<file path="config.mk">
export PLATFORM = sky130hd
export DESIGN_NAME = program_loader
export DESIGN_NICKNAME = d
export VERILOG_FILES = /design/src/rtl/loader_pkg.sv /design/src/rtl/word_assembler.sv /design/src/rtl/program_loader.sv
export SDC_FILE = /design/constraint.sdc
export NUM_CORES = 1
export LEC_CHECK = 0
export ABC_AREA = 1
export CAP_MARGIN = 25
export CORE_ASPECT_RATIO = 1.75
export CORE_MARGIN = 4
export CORE_UTILIZATION = 25
export CTS_BUF_LIST = sky130_fd_sc_hd__clkbuf_16
export CTS_CLUSTER_DIAMETER = 150
export DETAILED_ROUTE_END_ITERATION = 6
export PLACE_DENSITY_LB_ADDON = 0.3
export SYNTH_ARGS = -nofsm -noshare
export SYNTH_HDL_FRONTEND = slang
export SYNTH_HIERARCHICAL = 1
export SYNTH_SLANG_ARGS = --single-unit
</file>
<file path="constraint.sdc">
create_clock -name clk_i -period 5.41 [get_ports clk_i]
set_input_delay 0.541 -clock clk_i [delete_from_list [all_inputs] [get_ports clk_i]]
set_output_delay 0.541 -clock clk_i [all_outputs]
set_load 0.01 [all_outputs]
</file>
<file path="src/rtl/loader_pkg.sv">
// Shared definitions for the program loader and the processor fetch path.
// The PC reset value must come from DEFAULT_BASE_ADDR so loader and core agree.
package loader_pkg;

  localparam logic [31:0] DEFAULT_BASE_ADDR = 32'h7600_0000;
  localparam int          DEFAULT_MAX_WORDS = 256;

  typedef enum logic [2:0] {
    IDLE,
    LEN_LO,
    LEN_HI,
    DATA,
    WRITE,
    CSUM,
    DONE,
    ERROR
  } loader_state_e;

endpackage

</file>
<file path="src/rtl/word_assembler.sv">
// Collects stream bytes LSB-first into a 32-bit word and keeps the running
// XOR of every data byte seen since the last clear.
module word_assembler (
  input  logic        clk_i,
  input  logic        reset,
  input  logic        clear_i,
  input  logic        byte_en_i,
  input  logic [7:0]  byte_i,
  output logic [31:0] word_o,
  output logic [7:0]  xor_o,
  output logic        last_byte_o
);

  logic [1:0]  byteIdxQ;
  logic [31:0] wordQ;
  logic [7:0]  xorQ;

  // Shifting right places the first byte of a word in bits [7:0] after four bytes.
  always_ff @(posedge clk_i or posedge reset) begin
    if (reset) begin
      byteIdxQ <= 2'd0;
      wordQ    <= 32'd0;
      xorQ     <= 8'd0;
    end else if (clear_i) begin
      byteIdxQ <= 2'd0;
      wordQ    <= 32'd0;
      xorQ     <= 8'd0;
    end else if (byte_en_i) begin
      byteIdxQ <= byteIdxQ + 2'd1;
      wordQ    <= {byte_i, wordQ[31:8]};
      xorQ     <= xorQ ^ byte_i;
    end
  end

  assign word_o      = wordQ;
  assign xor_o       = xorQ;
  assign last_byte_o = (byteIdxQ == 2'd3);

endmodule

</file>
<file path="src/rtl/program_loader.sv">
// Byte-serial program loader: parses a length/data/checksum frame, writes the
// words into instruction memory and holds the CPU in reset until verified.
module program_loader
  import loader_pkg::*;
#(
  parameter logic [31:0] BASE_ADDR = DEFAULT_BASE_ADDR,
  parameter int          MAX_WORDS = DEFAULT_MAX_WORDS
) (
  input  logic        clk_i,
  input  logic        reset,
  input  logic        start_i,
  input  logic [7:0]  byte_i,
  input  logic        byte_valid_i,
  output logic        byte_ready_o,
  output logic [31:0] mem_addr_o,
  output logic [31:0] mem_wd_o,
  output logic        mem_we_o,
  output logic        cpu_reset_o,
  output logic        done_o,
  output logic        error_o,
  output logic [15:0] words_o
);

  loader_state_e stateQ;
  logic [15:0]   lenQ;
  logic [15:0]   lenD;
  logic [15:0]   idxQ;
  logic          byteFire;
  logic          restart;
  logic          dataByte;
  logic [31:0]   asmWord;
  logic [7:0]    asmXor;
  logic          asmLast;

  assign byte_ready_o = (stateQ == LEN_LO) || (stateQ == LEN_HI) ||
                        (stateQ == DATA)   || (stateQ == CSUM);
  assign byteFire     = byte_valid_i && byte_ready_o;
  assign restart      = start_i && ((stateQ == IDLE) || (stateQ == DONE) ||
                                    (stateQ == ERROR));
  assign dataByte     = byteFire && (stateQ == DATA);
  assign lenD         = {byte_i, lenQ[7:0]};

  word_assembler u_word_assembler (
    .clk_i      (clk_i),
    .reset      (reset),
    .clear_i    (restart),
    .byte_en_i  (dataByte),
    .byte_i     (byte_i),
    .word_o     (asmWord),
    .xor_o      (asmXor),
    .last_byte_o(asmLast)
  );

  // idx doubles as the written-word count, so words_o needs no separate register.
  always_ff @(posedge clk_i or posedge reset) begin
    if (reset) begin
      stateQ <= IDLE;
      lenQ   <= 16'd0;
      idxQ   <= 16'd0;
    end else begin
      case (stateQ)
        IDLE, DONE, ERROR: begin
          if (start_i) begin
            stateQ <= LEN_LO;
            idxQ   <= 16'd0;
          end
        end
        LEN_LO: begin
          if (byteFire) begin
            lenQ[7:0] <= byte_i;
            stateQ    <= LEN_HI;
          end
        end
        LEN_HI: begin
          if (byteFire) begin
            lenQ[15:8] <= byte_i;
            if ((lenD == 16'd0) || (lenD > 16'(MAX_WORDS))) stateQ <= ERROR;
            else                                             stateQ <= DATA;
          end
        end
        DATA: begin
          if (dataByte && asmLast) stateQ <= WRITE;
        end
        WRITE: begin
          idxQ <= idxQ + 16'd1;
          if ((idxQ + 16'd1) == lenQ) stateQ <= CSUM;
          else                        stateQ <= DATA;
        end
        CSUM: begin
          if (byteFire) stateQ <= (byte_i == asmXor) ? DONE : ERROR;
        end
        default: stateQ <= IDLE;
      endcase
    end
  end

  assign mem_we_o    = (stateQ == WRITE);
  assign mem_addr_o  = BASE_ADDR + {14'd0, idxQ, 2'b00};
  assign mem_wd_o    = asmWord;
  assign cpu_reset_o = (stateQ != DONE);
  assign done_o      = (stateQ == DONE);
  assign error_o     = (stateQ == ERROR);
  assign words_o     = idxQ;

endmodule

</file>
; ---- Word-level counts from Yosys, hierarchy flattened
; Cells that the tools add are included.
[word_totals]
ff_bits = 77
input_bits = 12
output_inout_bits = 85
wordCells = 64
[op_classes]
add_sub_neg = 3
magnitude_cmp = 1
n_eq_ne = 16
mux = 17
bitwise = 1
reduce_logical = 19
[ops]
columns = cell, count
row1 = $mux 32, 2
row2 = $add 31x18->32 const A, 1
row3 = $pmux 16 s2, 1
row4 = $mux 3, 7
row5 = $pmux 3 s6, 1
row6 = $add 16x1->16 const B, 1
row7 = $eq 16x16->1, 1
row8 = $gt 16x9->1 const B, 1
row9 = $logic_not 16->1, 1
row10 = $mux 16, 1
row11 = $mux 8, 2
row12 = $eq 3x3->1 const B, 4
row13 = $eq 8x8->1, 1
row14 = $ne 2x2->1 const B, 4
row15 = $xor 8x8->8, 1
row16 = $eq 3x2->1 const B, 2
row17 = $logic_or 1x1->1, 6
row18 = $reduce_and 2->1, 3
row19 = $reduce_and 5->1, 1
row20 = $logic_and 1x1->1, 4
row21 = $mux 2, 2
row22 = $reduce_bool 2->1, 2
row23 = $eq 3x1->1 const B, 1
row24 = $logic_not 3->1, 1
row25 = 6 further kinds, 6

; ---- Depth between registers and ports, before layout
[logic_depth]
word_depth = 9
mapped_depth = 17
mapped_depth_nobuf = 16

; ---- Modules after synthesis
; Netlist, hierarchy kept.
[by_module_without_submodules]
columns = module, n_inst, cells_each, area_per_inst_um2, seq_area_each_um2
row1 = program_loader, 1, 362, 2586.2, 875.8
row2 = word_assembler, 1, 193, 1800.5, 1051.0

; ---- Least setup slack after synthesis
; No wires, ideal clock.
[synth_timing]
path_type = reg2reg
from = register idxQ[0], in the netlist words_o[0]
to = register stateQ[1]
setup_ps = 116
arrival_ps = 1715
t_required_ps = 5294
setup_slack_ps = 3579
stages_incl_launch_ff = 15
path_buffers = 0
path_cell_list = dfrtp_1 -> ha_1 -> nand3_1 -> nor2_2 -> nand2_1 -> nand2_1 -> nand2_1 -> a21oi_1 -> nand2_1 -> nor2_2 -> nand2_1 -> nand2_1 -> nand2_1 -> nand2_1 -> nand2_1
[synth_via]
elab_chain_cells = 4
[synth_lines]
columns = element, line
row1 = start: declaration, program_loader.sv:27  ; logic [15:0] idxQ;
row2 = start signal: assignment, program_loader.sv:85  ; idxQ <= idxQ + 16'd1;
row3 = $add 16x1->16, program_loader.sv:86  ; if ((idxQ + 16'd1) == lenQ) stateQ <= CSUM;
row4 = $eq 16x16->1, program_loader.sv:86
row5 = $mux 3, program_loader.sv:86
row6 = $pmux 3 s6, program_loader.sv:61  ; case (stateQ)
row7 = end signal: assignment, program_loader.sv:90  ; if (byteFire) stateQ <= (byte_i == asmXor) ? DONE : ERROR;
row8 = end: declaration, program_loader.sv:24  ; loader_state_e stateQ;
; No other way between the ends.
; A chain may end at the register's enable or synchronous reset.

; ---- Worst setup path in the final report
[layout_timing]
from = register stateQ[2]
to = output port mem_we_o
[layout_via]
elab_chain_cells = 1
[layout_lines]
columns = element, line
row1 = $eq 3x3->1, program_loader.sv:97  ; assign mem_we_o = (stateQ == WRITE);
row2 = end: declaration, program_loader.sv:17  ; output logic mem_we_o,
; No other way between the ends.

==> impl_metrics.json <==
{
  "worst_slack_ps": 2810,
  "synth_seq_cells": 77,
  "cts_hold_buffers": 0,
  "hold_violations": 0,
  "antenna_found_initial": 0,
  "r2r_start": "stateQ[2]",
  "grt_pass1_wl_mm": 18.6,
  "wl_per_cell_um": 13.9,
  "synth_ff_type": "dfrtp_1",
  "seq_power_share_pct": 37.1,
  "nets": 626,
  "clk_latency_ps": 330,
  "nFillCells": 1807,
  "h-tree-depth": 3,
  "worstPathArrival_ps": 2060,
  "ys_seq_area_share_pct": 43.9,
  "min_period_ps": 2600,
  "antenna_left": 0,
  "power_per_cell_area_nw_per_um2": 426,
  "final_util_pct": 32.4,
  "cts_buffers": 9,
  "grt_pass1_vias": 3507,
  "syn2layout_area_growth_pct": 26.2,
  "portBuffers": 80,
  "synth.lib_cells_used.distinct": 34,
  "p_clk_share_pct": 31.6,
  "num_rows": 63,
  "crit_path_start_kind": "register",
  "grt_setup_unrepaired": "false",
  "cp.required_ps": 4870,
  "rr_worst_depth": 6,
  "root_buffer": "clkbuf_16",
  "finish.instance_area_um2": 5540,
  "post_cts_buffers": 0,
  "hp-class": "register to register",
  "synthCells": 555,
  "wl_mm": 11.7,
  "syn-cell-area_um2": 4390,
  "p_total_mw": 2.36,
  "cts_tree": "yes",
  "via_count": 3647,
  "async_flop_share_pct": 100,
  "post_cts_resized": 0,
  "clock_skew_ps": 8.28,
  "setup-tns-final_ps": 0,
  "clkTransAtPathRegs_ps": 60,
  "worst_pin_slew_ps": 843,
  "slew_viol_final": 0,
  "rrSetupSlack_ps": 3220,
  "maxSlewHeadroom_pct": 43.7,
  "p_leak_nw": 2.59,
  "post-place-ws_ps": 3060,
  "ir_drop_mv": 0.209,
  "endpoint": "mem_we_o",
  "max_freq_mhz": 384,
  "clkSinkCount": 77,
  "maxCapViolCount": 0,
  "drt-vias-per-instance": 4.33,
  "grt-ovfl-total": 0,
  "drcViolationCount": 0,
  "grt_max_degree": 52,
  "avgSynthCellArea_um2": 7.90,
  "die_h_um": 183,
  "cts.path.max_buffers": 2,
  "initial_utilization_pct": 25.6,
  "n_antenna_cell": 0,
  "outcome": "finished, final reports clean",
  "dieArea_um2": 19800,
  "synth_edf_count": 0,
  "setup.worst_path.end_class": "primary output",
  "criticalPathCategory": "register to primary output",
  "worstPathMaxFanout": 9,
  "p_sw_uw": 825,
  "swShare_pct": 35.0,
  "ys_warn_count": 6,
  "die_w_um": 108,
  "power_frac_comb_pct": 31.3,
  "dr.pass1.iters": 5,
  "fin_crit_sh_pct": 48.1,
  "grtUsageTotal_pct": 12.1,
  "design.core.area_um2": 17100,
  "hpwlAfterDp_mm": 8.55,
  "post_dp_cell_area_um2": 5170,
  "r2r_end": "words_o[12]",
  "setup_viol": 0,
  "drive_above_1_share_pct": 6.82,
  "p_int_mw": 1.53,
  "drt_iter0_markers": 144,
  "cp-startpoint": "stateQ[2]",
  "io_pins": 97,
  "gp_congestion": 0.774
}
power by group through the flow:
stage / clock network (mW) / logic (mW) / registers, mW
floorplan: 0 / 0.537 / 0.853
global placement: 0 / 0.747 / 0.888
detailed placement: 0 / 0.752 / 0.886
CTS: 0.765 / 0.753 / 0.878
global route: 0.789 / 0.837 / 0.902
finish: 0.746 / 0.738 / 0.875
routing by layer:
| metal | GRT usage, % | share of wire, % | vias to the layer above | wire length, µm |
|---|---|---|---|---|
| li1 | - | - | 1857 | - |
| met1 | 14.1 | 40 | 1691 | 4710 |
| met2 | 21.8 | 54 | 93 | 6340 |
| met3 | 2.47 | 4.3 | 6 | 505 |
| met4 | 3.84 | 1.3 | 0 | 147 |
| met5 | 0 | 0 | - | 0 |
how the worst min path moves through the flow:
stage | slack, ps | cells past startpoint | from | to
detailed placement | 460 | 2 | u_word_assembler/word_o[2] | u_word_assembler/word_o[2]
global placement | 450 | 2 | u_word_assembler/word_o[7] | u_word_assembler/word_o[7]
global route | 500 | 2 | u_word_assembler/word_o[3] | u_word_assembler/word_o[3]
CTS | 480 | 2 | u_word_assembler/word_o[4] | u_word_assembler/word_o[4]
finish | 480 | 2 | u_word_assembler/word_o[4] | u_word_assembler/word_o[4]
floorplan | 450 | 2 | u_word_assembler/byteIdxQ[1] | u_word_assembler/byteIdxQ[1]
per-stage QoR:
stage,cells,hold WS (ps)
2_1_floorplan,569,446
3_3_place_gp,827,454
3_5_place_dp,827,463
4_1_cts,843,482
5_1_grt,843,500
6_report,843,476
flip-flops by register name (all words and copies together), names as in the netlist:
name	count
words_o	16
stateQ	3
u_word_assembler/word_o	32
lenQ	16
u_word_assembler/xor_o	8
u_word_assembler/byteIdxQ	2
cell usage in the layout, fill, tap and decap left out:
cell type	Yosys	final
a21oi_1	15	15
a22oi_1	1	1
and2_1	2	2
buf_4	40	3
bufinv_16	0	4
clkbuf_16	0	9
clkdlybuf4s50_1	0	80
clkinv_2	1	1
clkinv_4	0	2
conb_1	2	16
dfrtp_1	77	77
ha_1	3	3
inv_1	44	44
inv_2	1	1
inv_6	0	1
nand2_1	175	175
nand2_2	2	2
nand3_1	57	57
nand3_2	6	6
nand3b_1	5	5
nand4_1	12	12
nor2_1	25	24
nor2_2	6	6
nor2_4	4	5
nor2_8	1	1
nor3_1	4	4
nor4_1	4	4
o211a_1	1	1
o21a_1	1	1
o21ai_0	25	25
o21ai_1	2	2
o22ai_1	10	10
or2_2	1	1
xnor2_1	4	4
xnor3_1	2	2
xor2_1	10	10
final cells by class:
| class | instances | area, µm² | area share [%] |
|---|---|---|---|
| tap | 227 | 284 | 5.13 |
| multi-input combinational | 394 | 1960 | 35.4 |
| clock buffer | 9 | 225 | 4.07 |
| sequential | 77 | 1930 | 34.8 |
| clock inverter | 7 | 146 | 2.64 |
| inverter | 46 | 174 | 3.14 |
| timing repair buffer | 83 | 823 | 14.9 |
cells by family (layout without fill, tap and decap cells):
group | after synthesis | after routing | synth area share (%)
buffers and inverters | 98 | 145 | 12.8
XOR/XNOR | 16 | 16 | 3.82
other | 2 | 16 | 0.171
flip-flops | 77 | 77 | 43.9
adder cells (fa/ha/maj) | 3 | 3 | 0.856
AO/OA/AOI/OAI | 55 | 55 | 6.79
AND/OR/NAND/NOR | 304 | 304 | 31.6
worst max-delay path: stages, from the launching register on:
cell and delay [ps]:
dfrtp_1 510, inv_1 100, nor3_1 480, clkdlybuf4s50_1 650
cells in the mapped netlist (2+ instances only):
cell | instances | area share [%]
nand2_1 | 175 | 15
dfrtp_1 | 77 | 44
nand3_1 | 57 | 6.5
inv_1 | 44 | 3.8
buf_4 | 40 | 6.8
nor2_1 | 25 | 2.1
o21ai_0 | 25 | 2.9
a21oi_1 | 15 | 1.7
nand4_1 | 12 | 1.7
o22ai_1 | 10 | 1.4
xor2_1 | 10 | 2.0
nand3_2 | 6 | 1.4
nor2_2 | 6 | 0.86
buf_6 | 5 | 1.3
nand3b_1 | 5 | 0.86
buf_2 | 4 | 0.46
nor2_4 | 4 | 1.0
nor3_1 | 4 | 0.46
nor4_1 | 4 | 0.57
xnor2_1 | 4 | 0.80
clkbuf_1 | 3 | 0.26
ha_1 | 3 | 0.86
and2_1 | 2 | 0.29
conb_1 | 2 | 0.17
nand2_2 | 2 | 0.29
o21ai_1 | 2 | 0.23
xnor3_1 | 2 | 1.0
No activity file was read; power rests on OpenSTA's default activity.
